## config.mk

```make
export PLATFORM = sky130hd
export DESIGN_NAME = cpu_run_ctrl
export DESIGN_NICKNAME = d
export VERILOG_FILES = /design/src/rtl/cpu_run_pkg.sv /design/src/rtl/btn_debounce.sv /design/src/rtl/cpu_run_ctrl.sv
export SDC_FILE = /design/constraint.sdc
export NUM_CORES = 1
export LEC_CHECK = 0
export CELL_PAD_IN_SITES_DETAIL_PLACEMENT = 0
export CELL_PAD_IN_SITES_GLOBAL_PLACEMENT = 1
export CORE_MARGIN = 2
export CORE_UTILIZATION = 40
export CTS_CLUSTER_SIZE = 25
export DETAILED_ROUTE_END_ITERATION = 10
export PLACE_DENSITY_LB_ADDON = 0.1
export RECOVER_POWER = 100
export SKIP_LAST_GASP = 1
export SLEW_MARGIN = 20
export SYNTH_ARGS = -nofsm -noshare
export SYNTH_HDL_FRONTEND = slang
export SYNTH_SLANG_ARGS = --single-unit
```

## constraint.sdc

```tcl
create_clock -name clk_in -period 7.75 [get_ports clk_in]
set_clock_uncertainty 0.2 [all_clocks]
set_input_delay 2.325 -clock clk_in [delete_from_list [all_inputs] [get_ports clk_in]]
set_output_delay 2.325 -clock clk_in [all_outputs]
set_load 0.02 [all_outputs]
```

## src/rtl/cpu_run_pkg.sv

```systemverilog
// rtl/cpu_run_pkg.sv - run-state encoding and shared defaults for the CPU run controller
package cpu_run_pkg;

  typedef enum logic [1:0] {
    ST_IDLE = 2'b00,
    ST_RUN  = 2'b01,
    ST_HALT = 2'b10,
    ST_STEP = 2'b11
  } run_state_e;

  localparam int DEB_CYCLES_DEF = 50000;

endpackage

```

## src/rtl/btn_debounce.sv

```systemverilog
// rtl/btn_debounce.sv - button synchroniser, stability counter and one-cycle press pulse
module btn_debounce
  import cpu_run_pkg::*;
#(
  parameter int DEB_CYCLES = DEB_CYCLES_DEF
) (
  input  logic clk_i,
  input  logic rst_n_i,
  input  logic btn_i,
  output logic pulse_o
);

  localparam int CNT_W = $clog2(DEB_CYCLES + 1);

  logic [1:0]       sync_q;
  logic [CNT_W-1:0] cnt_q, cnt_d;
  logic             level_q, level_d;
  logic             pulse_q;

  // The counter only runs while the synchronised input disagrees with the accepted level.
  always_comb begin
    cnt_d   = '0;
    level_d = level_q;
    if (sync_q[1] != level_q) begin
      if (cnt_q == CNT_W'(DEB_CYCLES - 1)) begin
        level_d = sync_q[1];
      end else begin
        cnt_d = cnt_q + 1'b1;
      end
    end
  end

  always_ff @(posedge clk_i or negedge rst_n_i) begin
    if (!rst_n_i) begin
      sync_q  <= '0;
      cnt_q   <= '0;
      level_q <= 1'b0;
      pulse_q <= 1'b0;
    end else begin
      sync_q  <= {sync_q[0], btn_i};
      cnt_q   <= cnt_d;
      level_q <= level_d;
      pulse_q <= level_d & ~level_q;
    end
  end

  assign pulse_o = pulse_q;

endmodule

```

## src/rtl/cpu_run_ctrl.sv

```systemverilog
// rtl/cpu_run_ctrl.sv - CPU run/halt/step clock-enable controller with display mux; CYCLE_CNT_EN adds a cpu_ce counter
module cpu_run_ctrl
  import cpu_run_pkg::*;
#(
  parameter int DIV_W      = 25,
  parameter int DEB_CYCLES = DEB_CYCLES_DEF,
  parameter int NUM_CH     = 4,
  parameter int CH_W       = 16
) (
  input  logic                       clk_in,
  input  logic                       reset_n,
  input  logic                       btn_run,
  input  logic                       btn_halt,
  input  logic                       btn_step,
  input  logic                       btn_ch,
  input  logic                       halt_req,
  input  logic [4:0]                 div_sel,
  input  logic [NUM_CH*CH_W-1:0]     ch_data,
  output logic                       cpu_ce,
  output logic [1:0]                 run_state,
  output logic [$clog2(NUM_CH)-1:0]  ch_sel,
  output logic [31:0]                disp_data
);

  localparam int SEL_W = $clog2(NUM_CH);

  logic [1:0]       rst_sync_q;
  logic             rst_n_int;
  logic             run_p, halt_p, step_p, ch_p;
  run_state_e       state_q, state_d;
  logic [DIV_W-1:0] presc_q, presc_d, presc_max;
  logic [4:0]       div_eff, div_q;
  logic             ce_d, cpu_ce_q;
  logic [SEL_W-1:0] ch_sel_q, ch_sel_d;
  logic [15:0]      disp_lo_q;
  logic [CH_W+15:0] ch_ext;

  // Assertion reaches every flop at once; release is aligned to clk_in.
  always_ff @(posedge clk_in or negedge reset_n) begin
    if (!reset_n) rst_sync_q <= '0;
    else          rst_sync_q <= {rst_sync_q[0], 1'b1};
  end
  assign rst_n_int = rst_sync_q[1];

  btn_debounce #(.DEB_CYCLES(DEB_CYCLES)) u_deb_run  (.clk_i(clk_in), .rst_n_i(rst_n_int), .btn_i(btn_run),  .pulse_o(run_p));
  btn_debounce #(.DEB_CYCLES(DEB_CYCLES)) u_deb_halt (.clk_i(clk_in), .rst_n_i(rst_n_int), .btn_i(btn_halt), .pulse_o(halt_p));
  btn_debounce #(.DEB_CYCLES(DEB_CYCLES)) u_deb_step (.clk_i(clk_in), .rst_n_i(rst_n_int), .btn_i(btn_step), .pulse_o(step_p));
  btn_debounce #(.DEB_CYCLES(DEB_CYCLES)) u_deb_ch   (.clk_i(clk_in), .rst_n_i(rst_n_int), .btn_i(btn_ch),   .pulse_o(ch_p));

  assign div_eff   = (div_sel > 5'(DIV_W - 1)) ? 5'(DIV_W - 1) : div_sel;
  assign presc_max = ~({DIV_W{1'b1}} << div_eff);

  // A pending halt outranks run/step even in states where it causes no transition.
  always_comb begin
    state_d = state_q;
    case (state_q)
      ST_IDLE, ST_HALT: begin
        if (!(halt_req || halt_p)) begin
          if (run_p)       state_d = ST_RUN;
          else if (step_p) state_d = ST_STEP;
        end
      end
      ST_RUN:  if (halt_req || halt_p) state_d = ST_HALT;
      ST_STEP: state_d = ST_HALT;
      default: state_d = ST_IDLE;
    endcase
  end

  // cpu_ce is decided from the next state so it can never appear in IDLE or HALT.
  always_comb begin
    presc_d = '0;
    if (state_q == ST_RUN && state_d == ST_RUN && div_eff == div_q) begin
      presc_d = (presc_q >= presc_max) ? '0 : presc_q + 1'b1;
    end
    ce_d = (state_d == ST_STEP) || (state_d == ST_RUN && presc_d == presc_max);
  end

  always_comb begin
    ch_sel_d = ch_sel_q;
    if (ch_p) ch_sel_d = (ch_sel_q == SEL_W'(NUM_CH - 1)) ? '0 : ch_sel_q + 1'b1;
    ch_ext = {16'h0000, ch_data[ch_sel_q*CH_W +: CH_W]};
  end

  always_ff @(posedge clk_in or negedge rst_n_int) begin
    if (!rst_n_int) begin
      state_q   <= ST_IDLE;
      presc_q   <= '0;
      div_q     <= '0;
      cpu_ce_q  <= 1'b0;
      ch_sel_q  <= '0;
      disp_lo_q <= '0;
    end else begin
      state_q   <= state_d;
      presc_q   <= presc_d;
      div_q     <= div_eff;
      cpu_ce_q  <= ce_d;
      ch_sel_q  <= ch_sel_d;
      disp_lo_q <= ch_ext[15:0];
    end
  end

`ifdef CYCLE_CNT_EN
  logic [31:0] cyc_q;

  always_ff @(posedge clk_in or negedge rst_n_int) begin
    if (!rst_n_int)    cyc_q <= '0;
    else if (cpu_ce_q) cyc_q <= cyc_q + 32'd1;
  end

  assign disp_data = {cyc_q[15:0], disp_lo_q};
`else
  assign disp_data = {14'b0, state_q, disp_lo_q};
`endif

  assign cpu_ce    = cpu_ce_q;
  assign run_state = state_q;
  assign ch_sel    = ch_sel_q;

endmodule
```

# Word-level counts from Yosys, hierarchy flattened
# Index checks and enable logic that the tools add are counted.
[classes]
eq_ne = 16
shifts = 2
n_reduce_logical = 7
muxes = 25
bitwise = 9
n_addsub = 6
magnitude_cmp = 2
[op_table]
columns = ["op", "count"]
rows = [
  ["$mux 16", 8],
  ["$add 16x1->16 const B", 4],
  ["$eq 16x16->1 const B", 4],
  ["$shiftx 64x7->16", 1],
  ["$mux 25", 2],
  ["$add 25x1->25 const B", 1],
  ["$eq 25x25->1", 1],
  ["$ge 25x25->1", 1],
  ["$not 25->25", 1],
  ["$shl 25x5->25 const A", 1],
  ["$mux 2", 5],
  ["$eq 2x2->1 const B", 4],
  ["$mux 1", 8],
  ["$pmux 2 s3", 1],
  ["$eq 5x5->1", 1],
  ["$gt 5x5->1 const B", 1],
  ["$mux 5", 1],
  ["$and 1x1->1", 4],
  ["$eq 2x1->1 const B", 2],
  ["$ne 1x1->1", 4],
  ["$not 1->1", 4],
  ["$logic_and 1x1->1", 3],
  ["$add 2x1->2 const B", 1],
  ["$logic_not 2->1", 1],
  ["other kinds (2)", 3],
]
[word_totals]
input_bits = 76
reg_bits = 133
out_inout_bits = 37

# Logic depth before layout (Yosys ltp)
# Gate-level depths: netlist of the first run.
[logic_depth]
depth_word = 11
ltp_mapped = 16
depth_no_buf = 12

# Hierarchy
# From an unflattened synthesis of the first run, not the netlist that was laid out.
[hier_totals]
cells_unflattened = 739
area_unflattened_um2 = 7842.5
[modules_own_cells]
columns = ["module", "area_each_um2", "n_inst", "cells_each", "seq_area_each_um2"]
rows = [
  ["btn_debounce", 1008.5, 4, 85, 500.5],
  ["cpu_run_ctrl", 3808.7, 1, 399, 1326.3],
]

# Worst setup path after synthesis of the first run
# No wires, ideal clock.
[synth_timing]
path_type = "input -> register"
start = "input div_sel[4]"
end = "register cpu_ce_q, in the netlist cpu_ce"
setup_slack_ns = 2.472
t_required_ns = 7.474
cell_stages = 12
n_path_buf = 1
t_arrival_ns = 5.001
cell_sequence = "buf_2 > or3_1 > a31oi_1 > ha_1 > a21o_1 > a21oi_1 > a211oi_1 > o311ai_1 > nand2_1 > a2111oi_0 > nand4b_1 > o21ai_1"
[synth_between]
elab_chain_len = 10
word_cells_on_any_way = 12
cone_classes = "order compare: 2; eq/ne: 2; shift: 1; mux: 3; bitwise: 1; reduce/logical: 3"
[synth_lines]
columns = ["element", "line_no", "source"]
rows = [
  ["start, declared", "cpu_run_ctrl.sv:17", "input logic [4:0] div_sel,"],
  ["$gt 5x5->1", "cpu_run_ctrl.sv:50", "assign div_eff = (div_sel > 5'(DIV_W - 1)) ? 5'(DIV_W - 1) : div_sel;"],
  ["$mux 5 *", "cpu_run_ctrl.sv:50", ""],
  ["$shl 25x5->25", "cpu_run_ctrl.sv:51", "assign presc_max = ~({DIV_W{1'b1}} << div_eff);"],
  ["$not 25->25", "cpu_run_ctrl.sv:51", ""],
  ["$ge 25x25->1", "cpu_run_ctrl.sv:73", "presc_d = (presc_q >= presc_max) ? '0 : presc_q + 1'b1;"],
  ["$mux 25", "cpu_run_ctrl.sv:73", ""],
  ["$mux 25", "cpu_run_ctrl.sv:72", "if (state_q == ST_RUN && state_d == ST_RUN && div_eff == div_q) begin"],
  ["$eq 25x25->1 *", "cpu_run_ctrl.sv:75", "ce_d = (state_d == ST_STEP) || (state_d == ST_RUN && presc_d == presc_max);"],
  ["$logic_and 1x1->1 *", "cpu_run_ctrl.sv:75", ""],
  ["$logic_or 1x1->1 *", "cpu_run_ctrl.sv:75", ""],
  ["net ce_d", "cpu_run_ctrl.sv:33", "logic ce_d, cpu_ce_q;"],
  ["end signal, assigned", "cpu_run_ctrl.sv:89", "cpu_ce_q <= 1'b0;"],
  ["end signal, assigned", "cpu_run_ctrl.sv:96", "cpu_ce_q <= ce_d;"],
  ["end, declared", "cpu_run_ctrl.sv:33", ""],
]
# The timed path passes the listed nets; every way through them passes the cells marked *.
# A chain may end at the register's enable or synchronous reset.

# Final worst setup path of the first run
# Same ends and word-level chain as after synthesis.

==> metrics.md, run 1 <==
| Metric | Value |
|---|---|
| First-pass GRT wire length | 30620 µm |
| Peak Freq | 0.1504 GHz |
| Final critical-path share of the clock period | 85.77% |
| Slowest stage cell, crit path | dlygate4sd3_1 |
| Synth top area share | about 45% |
| Post-synthesis cell area | around 7500 µm² |
| Average vias per placed instance | 5.426 |
| Class of the worst hold path | reg2reg |
| Initial Utilization | 41.17% |
| Hold buffers post-CTS | 0 |
| Commonest non-fill, non-tap cell in the layout | dfrtp_1 |
| Post-synthesis cell count | about 750 |
| Worst skew pair latency | around 400 ps |
| Slew margin rel. | -75.96% |
| Die ar. | approximately 20000 µm² |
| CP Cell Sequence | dlygate4sd3_1, inv_1, a21oi_1, inv_1, ha_1, nand4_1, nor4_1, a22oi_1, and4_1, nand2_1, clkbuf_1, o22ai_1, nand4_1, o21ai_0 |
| Synth cell types | 67 |
| Worst-path maximum fanout | 21 |
| Final WS setup | between 1000 and 1500 ps |
| Initial antenna violation count | 2 |
| Synth Flop Type | dfrtp_1 |
| Post-cts gate resize count | 0 |
| Setup bufs post-CTS | 0 |
| Worst Tran Pin Value | 2639 ps |
| Pre-CTS WS | ~1200 ps |
| RSZ-0062 raised after global routing | no |
| Worst EP required | 7830 ps |
| Failing checks | max-capacitance violations, max-slew violations |
| DRT iter0 DRCs | about 260 |
| Mean Syn Cell Area | between 10 and 15 µm² |
| Global Route Usage Sum | approximately 20% |
| Total gr overflow | 0 |
| Design Area, Final | roughly 9100 µm² |
| Status | finished with violations |
| Post-Route WL | approximately 18000 µm |
| Crit end category | flop |
| Clk root buf | clkbuf_16 |
| Hold_ws | about 150 ps |
| Pwr dens | 176.8 nW/µm² |
| Top cells by area, synth | dfrtp_1 45%, nor2_1 5.8%, ha_1 5.2% |
| Final Setup Violations | 0 |
| Final Wtd Congestion | a little over 0.9 |
| Max Slew Vio Count | 66 |
| # nets final | 943 |
| Row count | 49 |
| Final std cells w/o fill | around 1100 |
| Clock Sinks | between 100 and 150 |
| Syn. warnings | 0 |
| # port buffers | 98 |
| Share of cells above drive strength 1 | under 10% |
| Crit-path max cell delay | a little over 900 ps |
| Vias | about 5800 |
| Die Ht | 140.7 µm |
| CTS tree | yes |
| Worst EP arrival | between 6000 and 7000 ps |
| Largest net degree at the start of global routing | 68 |
| CTS buffer count | 17 |
| Critical setup path kind | in2reg |
| Area post-placement | ~8600 µm² |
| Max-Cap Viols | 1 |
| Async SR Flop Fraction | 100.0% |
| Setup_tns | 0 ps |
| Post-synth top area cell | dfrtp_1 |
| EDFF count, synth | 0 |
| Seq/Total Area, Yosys | around 45% |
| Leak | 3.960 nW |
| Num ports | around 110 |
| CTS max path bufs | 2 |
| Die extent in x | about 140 µm |
| Peak supply drop | about 0.15 mV |
| Length of the first detailed-routing pass in iterations | 7 |
| Core ar. | between 15000 and 20000 µm² |
| Post-DP HPWL | roughly 14000 µm |
| P&R area growth vs syn | 22.39% |
| Most frequent cells in the layout | 133 x dfrtp_1, 115 x nor2_1, 52 x clkdlybuf4s50_1, 50 x nand2_1, 46 x dlygate4sd3_1 |
| DRC | 0 |
| Placed insts | around 1000 |
| ANT nets after route | 0 |
| Vias in the first global route | between 5000 and 6000 |
| Synthesized flop and latch total | around 130 |
| CTS clk-pin slew, worst paths | approximately 60 ps |
| H-tree levels | 4 |
| Final hold violation count | 0 |
| Fin crit period | roughly 6600 ps |
| Drt wl/cell | 17.15 µm |
| Startpoint class of the critical path | input port |
-- cells by family after synthesis --
family                     Yosys count  synth area share, %
AOI/OAI and AO/OA                   85                7.854
xor gates and xnor gates            88                10.70
adders and majority gates           31                5.191
buffers and inverters               65                4.220
DFF                                133                44.54
muxes                               23                5.861
other                                2               0.1005
and+or+nand+nor                    320                21.53
-- critical path: cells and delay by family --
| family | cells | cell delay [ps] |
|---|---|---|
| buffers and inverters | 4 | 1960 |
| AND/OR/NAND/NOR | 5 | 1390 |
| AO/OA/AOI/OAI | 4 | 750 |
| adder cells (fa/ha/maj) | 1 | 290 |
-- metrics by stage --
stage	utilization (%)	total power, mW
5_1_grt	50.38	1.686
6_report	50.39	1.617
3_3_place_gp	47.29	0.8584
3_5_place_dp	47.29	0.8601
4_1_cts	50.42	1.646
2_1_floorplan	-	0.8008
-- cell usage after synthesis, types with 4 or more instances --
master,n
and3_1,26
o31ai_1,8
nor3_1,14
nor2_1,115
and2_1,5
a31oi_1,4
ha_1,31
nor4b_1,5
nand4_1,26
mux2_2,6
mux4_2,16
nor3b_1,7
xnor2_1,42
xor2_1,44
o21a_1,4
buf_4,16
and4_1,4
a21o_1,6
nor4_1,9
nand2b_1,5
inv_1,19
nand2_1,50
clkbuf_1,25
a22oi_1,6
nand3_1,30
or4_1,6
or2_2,5
a21oi_1,16
dfrtp_1,133
o21ai_0,11
-- state kept, by name, indices dropped and copies added (netlist names), 2 cells and up --
name,count
ch_sel,2
disp_lo_q,16
div_q,5
presc_q,25
rst_sync_q,2
run_state,2
u_deb_ch.cnt_q,16
u_deb_ch.sync_q,2
u_deb_halt.cnt_q,16
u_deb_halt.sync_q,2
u_deb_run.cnt_q,16
u_deb_run.sync_q,2
u_deb_step.cnt_q,16
u_deb_step.sync_q,2
-- path summary, 6_finish.rpt --
path | startpoint | to | slack [ps] | cells past startpoint
worst max-delay path | div_sel[4] | cpu_ce | 1100 | 14
worst min-delay path | u_deb_step.sync_q[0] | u_deb_step.sync_q[1] | 150 | 0
worst max register to register | presc_q[17] | cpu_ce | 3990 | 10
worst min register to register | u_deb_step.sync_q[0] | u_deb_step.sync_q[1] | 150 | 0
max in group asynchronous | rst_sync_q[1] | u_deb_halt.cnt_q[14] | 4480 | 1
min in group asynchronous | rst_sync_q[1] | u_deb_halt.cnt_q[0] | 920 | 0
-- power breakdown --
group          internal [mW]  switching [mW]  total (mW)  leakage (nW)
sequential             0.708          0.0127       0.721          1.77
combinational         0.0610          0.0604       0.121          1.91
clock                  0.479           0.296       0.775         0.280
total                   1.25           0.369        1.62          3.96
-- metal layers --
layer  track usage (%)  part of all wire (%)  wire length, µm  vias up
li1                  -                     -                -     2803
met1             25.69                    45             8282     2853
met2             31.78                    47             8743      162
met3             5.740                   6.0             1109       24
met4             5.789                   1.7              322        2
met5                 0                 0.070               13        -
-- cell type report --
class                           count  area [µm²]
Antenna cell                        1       2.502
Clock buffer                       22       494.2
Clock inverter                      8       73.82
Fill cell                        1660        9002
Inverter                           19       71.32
Multi-Input combinational cell    563        3881
Sequential cell                   133        3328
Tap cell                          229       286.5
Timing Repair Buffer              102        1007
No activity file was read; power rests on OpenSTA's default activity.
==> run 2, diff against run 1 <==
- GPL_TIMING_DRIVEN: not set -> 0
- SETUP_SLACK_MARGIN: not set -> 0.4
==> run 2 against run 1 <==
Against the previous run:
- the run still ends with max-capacitance violations, max-slew violations left
- highest routed layer is now met4
- combinational power up 9%
- clock-buffer cell count increased by 2
- sequential power hardly changed
==> metrics.md, run 2 (synthesized netlist as in run 1, its figures left out) <==
| Metric | Value |
|---|---|
| Post-cts gate resize count | 0 |
| Vias | about 6000 |
| Design Area, Final | approximately 9400 µm² |
| CTS tree | yes |
| Final critical-path share of the clock period | just over 90% |
| Max reg flops | 25 |
| Max-Cap Viols | 2 |
| Class of the worst hold path | reg2reg |
| Comb pwr share | under 10% |
| DRC | 0 |
| Clk root buf | clkbuf_16 |
| Failing checks | max-capacitance violations, max-slew violations |
| Fin crit period | between 7000 and 8000 ps |
| Final Setup Violations | 0 |
| CTS buffer count | 17 |
| Pwr dens | roughly 180 nW/µm² |
| Peak Freq | 0.1424 GHz |
| Hold buffers post-CTS | 0 |
| RSZ-0062 raised after global routing | no |
| Drt wl/cell | approximately 17 µm |
| # port buffers | 95 |
| First-pass GRT wire length | around 30000 µm |
| Sw frac | 22.38% |
| Average vias per placed instance | between 5 and 6 |
| Vias in the first global route | 5975 |
| Final std cells w/o fill | between 1000 and 1500 |
| Setup_tns | 0 ps |
| Worst EP required | ~8000 ps |
| Worst EP arrival | between 7000 and 8000 ps |
| Most frequent cells in the layout | 133 x dfrtp_1, 115 x nor2_1, 50 x nand2_1, 49 x clkdlybuf4s50_1, 46 x dlygate4sd3_1 |
| CTS clk-pin slew, worst paths | 60 ps |
| Die extent in x | roughly 140 µm |
| Largest net degree at the start of global routing | 55 |
| Critical setup path kind | in2reg |
| Post-Route WL | about 19000 µm |
| Row count | a little under 50 |
| Final WS setup | 728.3 ps |
| Most flops, register | presc_q |
| P&R area growth vs syn | 25.47% |
| Core ar. | roughly 18000 µm² |
| Clock Sinks | roughly 130 |
| Commonest non-fill, non-tap cell in the layout | dfrtp_1 |
| Placed insts | between 1000 and 1500 |
| Post-DP HPWL | approximately 14000 µm |
| Pre-CTS WS | approximately 630 ps |
| Leak | a little over 4 nW |
| Sequential fraction of design power | a little over two fifths |
| Die Ht | 140.7 µm |
| Setup bufs post-CTS | 0 |
| Worst skew pair latency | approximately 420 ps |
| Slew margin rel. | -94.08% |
| Final Wtd Congestion | 0.9201 |
| Switching power of the nets | 0.3762 mW |
| Worst Tran Pin Value | 2911 ps |
| H-tree levels | 4 |
| ANT nets after route | 0 |
| Die ar. | slightly below 20000 µm² |
| Initial Utilization | between 40% and 50% |
| Initial antenna violation count | 2 |
| Crit end category | flop |
| Status | finished with violations |
| Tot Pwr | approximately 1.7 mW |
| Num ports | 113 |
| Area post-placement | slightly below 9000 µm² |
| Length of the first detailed-routing pass in iterations | 7 |
| # nets final | 984 |
| Clk network pwr share | about half |
| Total gr overflow | 0 |
| Share of cells above drive strength 1 | between 8 and 9% |
| DRT iter0 DRCs | roughly 340 |
| CTS max path bufs | 2 |
| Worst-path maximum fanout | 10 |
| Global Route Usage Sum | about 20% |
| Internal Pwr Total | between 1 and 1.5 mW |
| Final hold violation count | 0 |
| Startpoint class of the critical path | input port |
| Max Slew Vio Count | between 100 and 150 |
| Peak supply drop | approximately 0.13 mV |
## run 2: through the flow
stage               util [%]  hold WS (ps)
floorplan                  -         131.2
global placement       48.28         133.5
detailed placement     48.61         103.0
CTS                    51.93         111.5
global route           51.65         160.8
finish                 51.66         147.3
## run 2: metal layers
layer | global-route usage (%) | up-vias | wire length, µm
li1 | - | 2880 | -
met5 | 0 | - | 0
met4 | 6.842 | 0 | 335
met3 | 5.876 | 29 | 1183
met1 | 25.42 | 2919 | 8124
met2 | 31.96 | 170 | 8956
## run 2: power groups by stage
stage                     Combinational (mW)  Clock, mW  Sequential, mW
after detailed placement               0.140          0           0.731
after global placement                 0.124          0           0.740
after floorplan                       0.0596          0           0.741
after CTS                              0.140      0.855           0.719
after global routing                   0.145      0.889           0.720
final                                  0.132      0.832           0.718
## run 2: final timing paths
kind                               start              endpoint  slack, ps  cells past startpoint
hold reg to reg            rst_sync_q[0]         rst_sync_q[1]        150                      0
setup / recovery              div_sel[2]                cpu_ce        730                     15
hold / removal             rst_sync_q[0]         rst_sync_q[1]        150                      0
setup reg to reg           rst_sync_q[1]  u_deb_step.sync_q[1]       1920                      2
max in group asynchronous  rst_sync_q[1]  u_deb_step.sync_q[1]       1920                      2
min in group asynchronous  rst_sync_q[1]   u_deb_run.sync_q[0]        350                      0
## run 2: worst max-delay path: stages
cell and delay [ps]:
dlygate4sd3_1 650, clkbuf_1 340, nor2_1 110, a21oi_1 370
inv_1 100, ha_1 310, nand4_1 160, nor4_1 700
a22oi_1 180, nand4_1 340, clkbuf_1 590, o31ai_1 180
a22oi_1 340, nand4_1 230, o21ai_0 210
## run 2: cell type report
class                   count  area, µm²
clock buffers              24      481.7
inverters                  19      71.32
multi-input cells         563       3881
clock inverters             7      121.4
flip-flops and latches    133       3328
fillers                  1632       8772
repair buffers             97      958.4
plain buffers              46      241.5
diodes                      2      5.005
well taps                 229      286.5
